File: src/rtl/branch_pkg.sv
// Shared definitions for the flow-control path: opcodes, sequencer states,
// flag-select indices and small opcode-decoding helpers.
package branch_pkg;

    // Flow-control opcodes
    localparam logic [2:0] OP_SEQ  = 3'd0;
    localparam logic [2:0] OP_JMP  = 3'd1;
    localparam logic [2:0] OP_JC   = 3'd2;
    localparam logic [2:0] OP_CALL = 3'd3;
    localparam logic [2:0] OP_CC   = 3'd4;
    localparam logic [2:0] OP_RET  = 3'd5;
    localparam logic [2:0] OP_CR   = 3'd6;
    localparam logic [2:0] OP_HALT = 3'd7;

    // Flag indices, shared with the flag register and the decoder
    localparam logic [2:0] FL_Z  = 3'd0;
    localparam logic [2:0] FL_NZ = 3'd1;
    localparam logic [2:0] FL_C  = 3'd2;
    localparam logic [2:0] FL_NC = 3'd3;
    localparam logic [2:0] FL_P  = 3'd4;
    localparam logic [2:0] FL_N  = 3'd5;
    localparam logic [2:0] FL_PO = 3'd6;
    localparam logic [2:0] FL_PE = 3'd7;

    typedef enum logic [1:0] {
        ST_RUN    = 2'd0,
        ST_EVAL   = 2'd1,
        ST_HALTED = 2'd2
    } state_e;

    // What a taken control op does to the PC / return stack
    typedef enum logic [1:0] {
        CLS_JUMP = 2'd0,
        CLS_CALL = 2'd1,
        CLS_RET  = 2'd2
    } ctl_class_e;

    // Conditional ops take their outcome from the sampled flag
    function automatic logic op_is_cond(input logic [2:0] op);
        return (op == OP_JC) || (op == OP_CC) || (op == OP_CR);
    endfunction

    function automatic ctl_class_e op_class(input logic [2:0] op);
        ctl_class_e cls;
        case (op)
            OP_CALL, OP_CC: cls = CLS_CALL;
            OP_RET,  OP_CR: cls = CLS_RET;
            default:        cls = CLS_JUMP;
        endcase
        return cls;
    endfunction

endpackage

File: src/rtl/return_stack.sv
// Small LIFO of return addresses. The pointer counts 0..DEPTH so full and
// empty are unambiguous; only the pointer is reset, contents are left as-is.
module return_stack
    import branch_pkg::*;
#(
    parameter int AW    = 8,
    parameter int DEPTH = 4
) (
    input  logic          clk,
    input  logic          rst_n,
    input  logic          push,
    input  logic          pop,
    input  logic [AW-1:0] din,
    output logic [AW-1:0] dout,
    output logic          full,
    output logic          empty
);

    localparam int IW = (DEPTH > 1) ? $clog2(DEPTH) : 1;
    localparam int PW = IW + 1;

    logic [PW-1:0] sp_q, sp_d;
    logic [AW-1:0] mem_q [DEPTH];
    logic [IW-1:0] wr_idx;
    logic [IW-1:0] rd_idx;
    logic [PW-1:0] sp_m1;

    assign full   = (sp_q == PW'(DEPTH));
    assign empty  = (sp_q == '0);
    assign sp_m1  = sp_q - 1'b1;
    // Write slot is the pointer itself; it is never used while full
    assign wr_idx = sp_q[IW-1:0];
    // Top-of-stack sits one below the pointer
    assign rd_idx = sp_m1[IW-1:0];
    assign dout   = mem_q[rd_idx];

    // Pointer next-state: push and pop are refused at the limits
    always_comb begin
        sp_d = sp_q;
        if (push && !full) begin
            sp_d = sp_q + 1'b1;
        end else if (pop && !empty) begin
            sp_d = sp_m1;
        end
    end

    // Pointer register, cleared asynchronously
    always_ff @(posedge clk or negedge rst_n) begin
        if (!rst_n) begin
            sp_q <= '0;
        end else begin
            sp_q <= sp_d;
        end
    end

    // Storage array, no reset needed
    always_ff @(posedge clk) begin
        if (push && !full) begin
            mem_q[wr_idx] <= din;
        end
    end

endmodule

File: src/rtl/branch_sequencer.sv
// Flow-control sequencer between decode and fetch. Accepts one decoded
// instruction per cycle, evaluates conditions through the flag register's
// select/return pair, and steers the PC with a hardware return stack.
module branch_sequencer
    import branch_pkg::*;
#(
    parameter int AW    = 8,
    parameter int DEPTH = 4
) (
    input  logic          clk,
    input  logic          rst_n,
    input  logic          instr_valid,
    output logic          instr_ready,
    input  logic [2:0]    instr_op,
    input  logic [2:0]    instr_cond,
    input  logic [AW-1:0] instr_target,
    output logic [2:0]    oc_fl,
    input  logic          fl,
    output logic [AW-1:0] pc,
    output logic          fetch_en,
    output logic          branch_taken,
    output logic          stack_err
);

    state_e        state_q, state_d;
    logic [AW-1:0] pc_q, pc_d;
    logic [2:0]    oc_fl_q, oc_fl_d;
    logic [2:0]    op_q, op_d;
    logic [AW-1:0] tgt_q, tgt_d;
    logic          bt_q, bt_d;
    logic          err_q, err_d;

    logic          rs_push, rs_pop;
    logic [AW-1:0] rs_dout;
    logic          rs_full, rs_empty;
    logic [AW-1:0] pc_inc;
    logic          take;

    // pc+1 wraps naturally at AW bits; also the value pushed on a call
    assign pc_inc = pc_q + 1'b1;

    // Unconditional ops always take; conditional ops use the live flag,
    // which the flag register has already updated for this EVAL cycle
    assign take = op_is_cond(op_q) ? fl : 1'b1;

    return_stack #(
        .AW    (AW),
        .DEPTH (DEPTH)
    ) u_rs (
        .clk   (clk),
        .rst_n (rst_n),
        .push  (rs_push),
        .pop   (rs_pop),
        .din   (pc_inc),
        .dout  (rs_dout),
        .full  (rs_full),
        .empty (rs_empty)
    );

    // Handshake and fetch gating depend only on state
    assign instr_ready  = (state_q == ST_RUN);
    assign fetch_en     = (state_q == ST_RUN);
    assign pc           = pc_q;
    assign oc_fl        = oc_fl_q;
    assign branch_taken = bt_q;
    assign stack_err    = err_q;

    // FSM next-state and PC / stack resolution
    always_comb begin
        state_d = state_q;
        pc_d    = pc_q;
        oc_fl_d = oc_fl_q;
        op_d    = op_q;
        tgt_d   = tgt_q;
        bt_d    = 1'b0;
        err_d   = err_q;
        rs_push = 1'b0;
        rs_pop  = 1'b0;

        case (state_q)
            ST_RUN: begin
                if (instr_valid) begin
                    case (instr_op)
                        OP_SEQ:  pc_d = pc_inc;
                        OP_HALT: state_d = ST_HALTED;
                        default: begin
                            op_d    = instr_op;
                            tgt_d   = instr_target;
                            oc_fl_d = instr_cond;
                            state_d = ST_EVAL;
                        end
                    endcase
                end
            end

            ST_EVAL: begin
                state_d = ST_RUN;
                if (!take) begin
                    // Untaken conditionals leave stack and error flag alone
                    pc_d = pc_inc;
                end else begin
                    case (op_class(op_q))
                        CLS_CALL: begin
                            if (rs_full) begin
                                pc_d  = pc_inc;
                                err_d = 1'b1;
                            end else begin
                                rs_push = 1'b1;
                                pc_d    = tgt_q;
                                bt_d    = 1'b1;
                            end
                        end
                        CLS_RET: begin
                            if (rs_empty) begin
                                pc_d  = pc_inc;
                                err_d = 1'b1;
                            end else begin
                                rs_pop = 1'b1;
                                pc_d   = rs_dout;
                                bt_d   = 1'b1;
                            end
                        end
                        default: begin
                            pc_d = tgt_q;
                            bt_d = 1'b1;
                        end
                    endcase
                end
            end

            ST_HALTED: state_d = ST_HALTED;

            default: state_d = ST_RUN;
        endcase
    end

    // State, PC and flag registers; reset forces RUN even mid-EVAL
    always_ff @(posedge clk or negedge rst_n) begin
        if (!rst_n) begin
            state_q <= ST_RUN;
            pc_q    <= '0;
            oc_fl_q <= '0;
            op_q    <= OP_SEQ;
            tgt_q   <= '0;
            bt_q    <= 1'b0;
            err_q   <= 1'b0;
        end else begin
            state_q <= state_d;
            pc_q    <= pc_d;
            oc_fl_q <= oc_fl_d;
            op_q    <= op_d;
            tgt_q   <= tgt_d;
            bt_q    <= bt_d;
            err_q   <= err_d;
        end
    end

endmodule

File: config.mk
export PLATFORM = sky130hd
export DESIGN_NAME = branch_sequencer
export DESIGN_NICKNAME = d
export VERILOG_FILES = /design/src/rtl/branch_pkg.sv /design/src/rtl/return_stack.sv /design/src/rtl/branch_sequencer.sv
export SDC_FILE = /design/constraint.sdc
export NUM_CORES = 1
export LEC_CHECK = 0
export ABC_AREA = 0
export ABC_CLOCK_PERIOD_IN_PS = 2000
export BUFFER_PORTS_ARGS = -buffer_cell sky130_fd_sc_hd__buf_2
export CAP_MARGIN = 20
export CORE_AREA = 2 2 84 86
export DETAILED_ROUTE_END_ITERATION = 7
export DIE_AREA = 0 0 86 88
export PLACE_DENSITY = 0.75
export SYNTH_ARGS = -nofsm -noshare
export SYNTH_HDL_FRONTEND = slang
export SYNTH_SLANG_ARGS = --single-unit
File: constraint.sdc
create_clock -name clk -period 2 [get_ports clk]
set_input_delay 0.3 -clock clk [delete_from_list [all_inputs] [get_ports clk]]
set_output_delay 0.3 -clock clk [all_outputs]
set_load 0.01 [all_outputs]
Word-level counts from Yosys, hierarchy flattened
Memories as Yosys holds them, arrays and structs flattened.
Cells that the tools add are included.

operators by class
  reduce and logical (&&, ||, !) cells = 19
  shifts and indexed selects = 0
  add/sub/neg operators = 3
  equality and inequality tests = 16
  $lt $le $gt $ge = 0
  muxes and demuxes = 32
  divide/modulo/power cells = 0
  multipliers = 0
  bitwise gates (word level) = 1

operators by type and width
  kind                   count
  $mux W8                5
  $pmux W8 S2            2
  $eq A3 B3 Y1 const B   5
  $mux W1                15
  $pmux W2 S2            3
  $add A8 B1 Y8 const B  1
  $eq A3 B2 Y1 const B   2
  $logic_not A3 Y1       2
  $mux W2                3
  $mux W3                2
  $ne A2 B1 Y1 const B   3
  $reduce_and A3 Y1      2
  $reduce_bool A2 Y1     3
  $reduce_or A2 Y1       3
  $reduce_and A5 Y1      1
  $eq A2 B1 Y1 const B   2
  $eq A2 B2 Y1 const B   2
  $ne A2 B2 Y1 const B   2
  $pmux W1 S2            2
  $add A3 B1 Y3 const B  1
  $sub A3 B1 Y3 const B  1
  $logic_and A1 B1 Y1    2
  $logic_not A1 Y1       2
  $logic_not A2 Y1       1
  3 further kinds        4

word-level totals
  bits in registers = 29
  input bits = 18
  ROM bits = 0
  word-level logic and storage cells = 80
  latch bits = 0
  memories kept = 1
  RAM bits = 32
  output and inout port bits = 15

memories
  memory      depth  width  read ports  clocked after memory_dff  wr ports  RTL line            RTL
  u_rs.mem_q  4      8      1           0                         1         return_stack.sv:23  logic [AW-1:0] mem_q [DEPTH];

Longest topological paths before layout
  depth in word-level cells = 13
  depth in mapped cells = 9
  mapped depth without buffers = 9

Modules after synthesis
From an unflattened synthesis, not the netlist that was laid out.

unflattened totals
  cells, all modules = 204
  area total of the unflattened synthesis = 2906.5 um^2

by module, submodules not included
  module            area an instance (um^2)  seq. area each (um^2)  times used  cells each
  branch_sequencer  1456.4                   650.6                  1           131
  return_stack      1450.1                   1036.0                 1           73

Worst setup path after synthesis
OpenSTA, ideal clock, no wires.

  path kind = register to register
  start = register op_q[0]
  end = memory u_rs.mem_q[0][0], enable pin
  library setup time = 0.332 ns
  arrival = 1.798 ns
  clock period less this slack = 2.130 ns
  stages on the path, launching flop included = 8
  data required time = 1.668 ns
  path buffers = 1
  slack = -0.130 ns
  cells stage by stage = dfrtp_1 > xor2_1 > and2_1 > inv_1 > ha_1 > a21boi_0 > clkbuf_2 > and3_1

on the way
  word-level cells in the longest chain between the ends = 12
  elaborated cells between the ends (all ways) = 20
  classes of those cells = eq/ne: 6; mux: 9; reduce/logical: 5

ends and longest elaborated chain
  element                               RTL line                            RTL
  start, declared                       branch_sequencer.sv:28              logic [2:0] op_q, op_d;
  start signal, assigned                branch_sequencer.sv:151             op_q <= op_d;
  $eq A3 B3 Y1 (tied with other cells)  branch_pkg.sv:40, branch_pkg.sv:45
  $reduce_or A2 Y1                      branch_pkg.sv:45                    case (op)
  $pmux W2 S2                           branch_pkg.sv:45
  $mux W2                               branch_sequencer.sv:98              if (!take) begin
  $mux W2                               branch_sequencer.sv:80              case (state_q)
  $eq A2 B1 Y1                          branch_sequencer.sv:102             case (op_class(op_q))
  $mux W1                               branch_sequencer.sv:102
  $mux W1 *                             branch_sequencer.sv:98
  $mux W1 *                             branch_sequencer.sv:80
  $logic_and A1 B1 Y1 *                 return_stack.sv:58                  if (push && !full) begin
  $mux W1 *                             return_stack.sv:58
  $mux W1 (implied by the code) *       return_stack.sv:59                  mem_q[wr_idx] <= din;
  end, declared                         return_stack.sv:23

Mark *: on every way between the ends. The rest lies on a longest branch, timed or not. The select of a mux whose other input is x is not followed.

Worst setup path after layout
  start = register op_q[1]
  end = register pc_q[2] (netlist: pc[2])

on the way
  word-level cells in the longest chain between the ends = 9
  elaborated cells between the ends (all ways) = 18
  classes of those cells = eq/ne: 7; mux: 7; reduce/logical: 4

ends and longest elaborated chain
  element                                              RTL line                            RTL
  $eq A3 B3 Y1 (tied with other cells)                 branch_pkg.sv:40, branch_pkg.sv:45
  $reduce_or A2 Y1                                     branch_pkg.sv:45
  $pmux W2 S2                                          branch_pkg.sv:45
  $mux W2                                              branch_sequencer.sv:98
  $mux W2                                              branch_sequencer.sv:80
  $eq A2 B2 Y1 / $eq A2 B1 Y1 (equally long branches)  branch_sequencer.sv:102
  $pmux W8 S2                                          branch_sequencer.sv:102
  $mux W8 *                                            branch_sequencer.sv:98
  $pmux W8 S2 *                                        branch_sequencer.sv:80
  end signal, assigned                                 branch_sequencer.sv:149             pc_q <= pc_d;
  end, declared                                        branch_sequencer.sv:26              logic [AW-1:0] pc_q, pc_d;

Marked as above.
A chain may end at the register's enable or synchronous reset.

==> summary.txt <==
Relative slew margins = 56.04%
I/O pin cnt = 33
via count = 1,954
Max VDD drop = 547.3 uV
worst-margin pin slew = 0.6594 ns
Final period util = 100.7%
compound-gate portion of the synthesized area = 12.13%
Sw Ratio = 22.16%
post-synthesis sequential area ratio = 58.00%
internal power = 1.917 mW
Cells after Synth = 209
final worst path period need = 2.014 ns
crit end category = register
Skew-Pair Late Insertion Delay = 0.35 ns
global-route wire length before repair = 9.632 mm
fraction of registers with async set/reset = 47.54%
Routability Congestion = 0.8312
Post-Syn Area = 2908 um2
final net count = 283
Die Height = 88 um
TritonRoute pass-1 iters = 4
leakage power = 1.451 nW
RSZ-0062 raised after global routing = true
CP Max Fanout = 5
power share of the clock group = 45.3%
Reg clk slew, reported paths = 0.07 ns
# rows = 30
proportion of synthesized area in mux cells = 11.23%
Root Buffer = clkbuf_8
Avg WL per Cell = 17.84 um
Flop pwr share = 53.2%
die area = 7568 um2
cts bufs inserted = 9
FF/Latch Area = 1687 um2
PnR worst setup slack = -0.01402 ns
pin count of the biggest net entering global routing = 30
Overall Power = 2.463 mW
combinational share of power = 1.5%
Yosys warning count = 0
CTS tree = built
Avg Cell Area, Syn = 13.91 um2
Synth Net Count = 235
Post-Synth Simple-Gate Area = 8.907%
most frequent cells in the layout = buf_2 (32), edfxtp_1 (32), dfrtp_1 (29)
fmax = 0.4965 GHz
run status = finished, violations left
Total Routing Usage GR = 16.97%
CTS HTree Levels = 3
CP arrival = 2.25 ns
Psw = 0.5458 mW
Hold Fails Final Rpt = 0
CTS Sinks = 61
area delta synth->final = 19.84%
clk buf depth = 2
vias in the first global route = 1,931
final setup TNS = -0.01402 ns
largest family of logic cells by synthesized area = compound AO/OA/AOI/OAI gates
DR vias/cell = 5.713
Finished Cell Area = 3485 um2
Port Buf Inserts = 32
Final Setup Violations = 1
Worst EP required = 2.23 ns
FF+latch count, synth = 61
Area after DPL = 3199 um2
skew final = 0.006817 ns
Post-Synth XOR/XNOR Area = 2.410%
reg2reg path depth = 9
Post-Synth Adder-Cell Area = 3.442%
Post-synth EDFFs = 32
CP Class = reg -> reg
Multi-input gate area = 1161 um2
drt drc = 0
Max-cap violations = 0
failing checks = setup timing
Startpoint Class = register
Cell variety after synth = 47
Die W = 86 um
initial core utilization = 43.77%
Most used DFF post-synth = edfxtp_1
share of cells above drive strength 1 = 38.55%
worst hold path class = in -> reg
post-route ant nets = 0
pwr/cell area = 706.8 nW/um2
DR iter-0 viols = 104
Final Slew Violations = 0
detailed-route wire length = 6.100 mm
core area = 6644 um2
WHS Path Cells = 2
Ant. Diodes = 0
Post-DP HPWL = 4.056 mm
initial antenna violation count = 0
fillcell total = 526
Congestion Overflow GR = 0
-- through the flow --
stage	hold slack (ns)	util (%)	setup WS, ns	instances
after floorplan	0.004409	-	0.03121	209
final	0.1874	52.45	-0.01402	342
after global routing	0.1760	52.45	-0.1338	342
after global placement	0.3644	48.15	0.04082	323
after detailed placement	0.3747	48.15	0.01161	323
after CTS	0.1758	51.56	0.005075	341
-- power by group through the flow --
stage	clock network (mW)	registers [mW]	logic, mW
3_3_place_gp	0	1.34	0.0350
3_5_place_dp	0	1.34	0.0356
4_1_cts	1.14	1.31	0.0370
6_report	1.12	1.31	0.0360
5_1_grt	1.19	1.31	0.0412
2_1_floorplan	0	1.34	0.00191
-- per-layer routing --
metal | vias to the layer above | track usage, % | wire length [um]
met1 | 991 | 23.31 | 2723
met4 | 0 | 6.638 | 125
met5 | - | 0 | 0
met3 | 13 | 5.372 | 254
met2 | 44 | 25.30 | 2996
li1 | 906 | - | -
-- kinds of logic (layout without fill, tap and decap cells) --
kind of cell               Yosys count  count (layout)
and+or+nand+nor                     42              42
muxes                               20              20
buffers and inverters               22              75
xor gates and xnor gates             8               8
DFF                                 61              61
adders and majority gates            8               8
AOI/OAI and AO/OA                   48              48
-- synth_stat cells (2+ instances only) --
| master | instances | share of area [%] |
|---|---|---|
| edfxtp_1 | 32 | 33 |
| dfrtp_1 | 29 | 25 |
| a21oi_1 | 12 | 2.1 |
| mux2_2 | 12 | 4.6 |
| o21ai_0 | 12 | 2.1 |
| inv_1 | 11 | 1.4 |
| ha_1 | 8 | 3.4 |
| nand2_1 | 8 | 1.0 |
| nand4b_1 | 8 | 2.4 |
| buf_2 | 5 | 0.86 |
| mux4_2 | 5 | 3.9 |
| nor2_1 | 5 | 0.65 |
| xor2_1 | 5 | 1.5 |
| a221o_1 | 4 | 1.4 |
| and3_1 | 4 | 0.86 |
| nand4_1 | 4 | 0.86 |
| mux4_1 | 3 | 2.7 |
| nand3_1 | 3 | 0.52 |
| o2111ai_1 | 3 | 0.90 |
| o22a_1 | 3 | 0.90 |
| xnor2_1 | 3 | 0.90 |
| buf_4 | 2 | 0.52 |
| buf_6 | 2 | 0.77 |
| nand2b_1 | 2 | 0.43 |
| nor3_1 | 2 | 0.34 |
-- sequential cells by signal (all words and copies together) (netlist names) --
name,cells
branch_taken,1
oc_fl,3
op_q,3
pc,8
stack_err,1
state_q,2
tgt_q,8
u_rs.mem_q,32
u_rs.sp_q,3
-- critical path, cell delays in order (launching register included) --
cell and delay, ns:
dfrtp_1 0.43, xor2_1 0.20, and2_4 0.18, inv_2 0.04
ha_4 0.15, mux2_4 0.25, nand3b_1 0.19, buf_6 0.15
o2111ai_1 0.12, a22o_1 0.20
-- cell type report --
type	instances	share of cell area (%)
Clock buffer	9	3.555
Clock inverter	7	2.334
Inverter	11	1.185
Multi-Input combinational cell	126	33.32
Sequential cell	61	48.40
Tap cell	80	2.873
Timing Repair Buffer	48	8.330
-- worst paths after layout --
kind	end	startpoint	slack (ns)
worst min-delay path	oc_fl[2]	instr_cond[2]	0.19
worst max register to register	pc[2]	op_q[1]	-0.01
min in group asynchronous	op_q[1]	rst_n	0.52
worst max-delay path	pc[2]	op_q[1]	-0.01
max in group asynchronous	pc[4]	rst_n	1.05
worst min register to register	state_q[1]	state_q[0]	0.48
-- repair_timing --
item                                    4_1_cts  5_1_grt
endpoints found under the hold margin        22        0
buffers inserted                              1        1
resized for setup                             3       17
hold buffers                                  1        0
endpoints found under the setup margin       16       42
pin swaps                                     0        7
gates cloned                                  0        0
(Power assumes the default switching activity.)
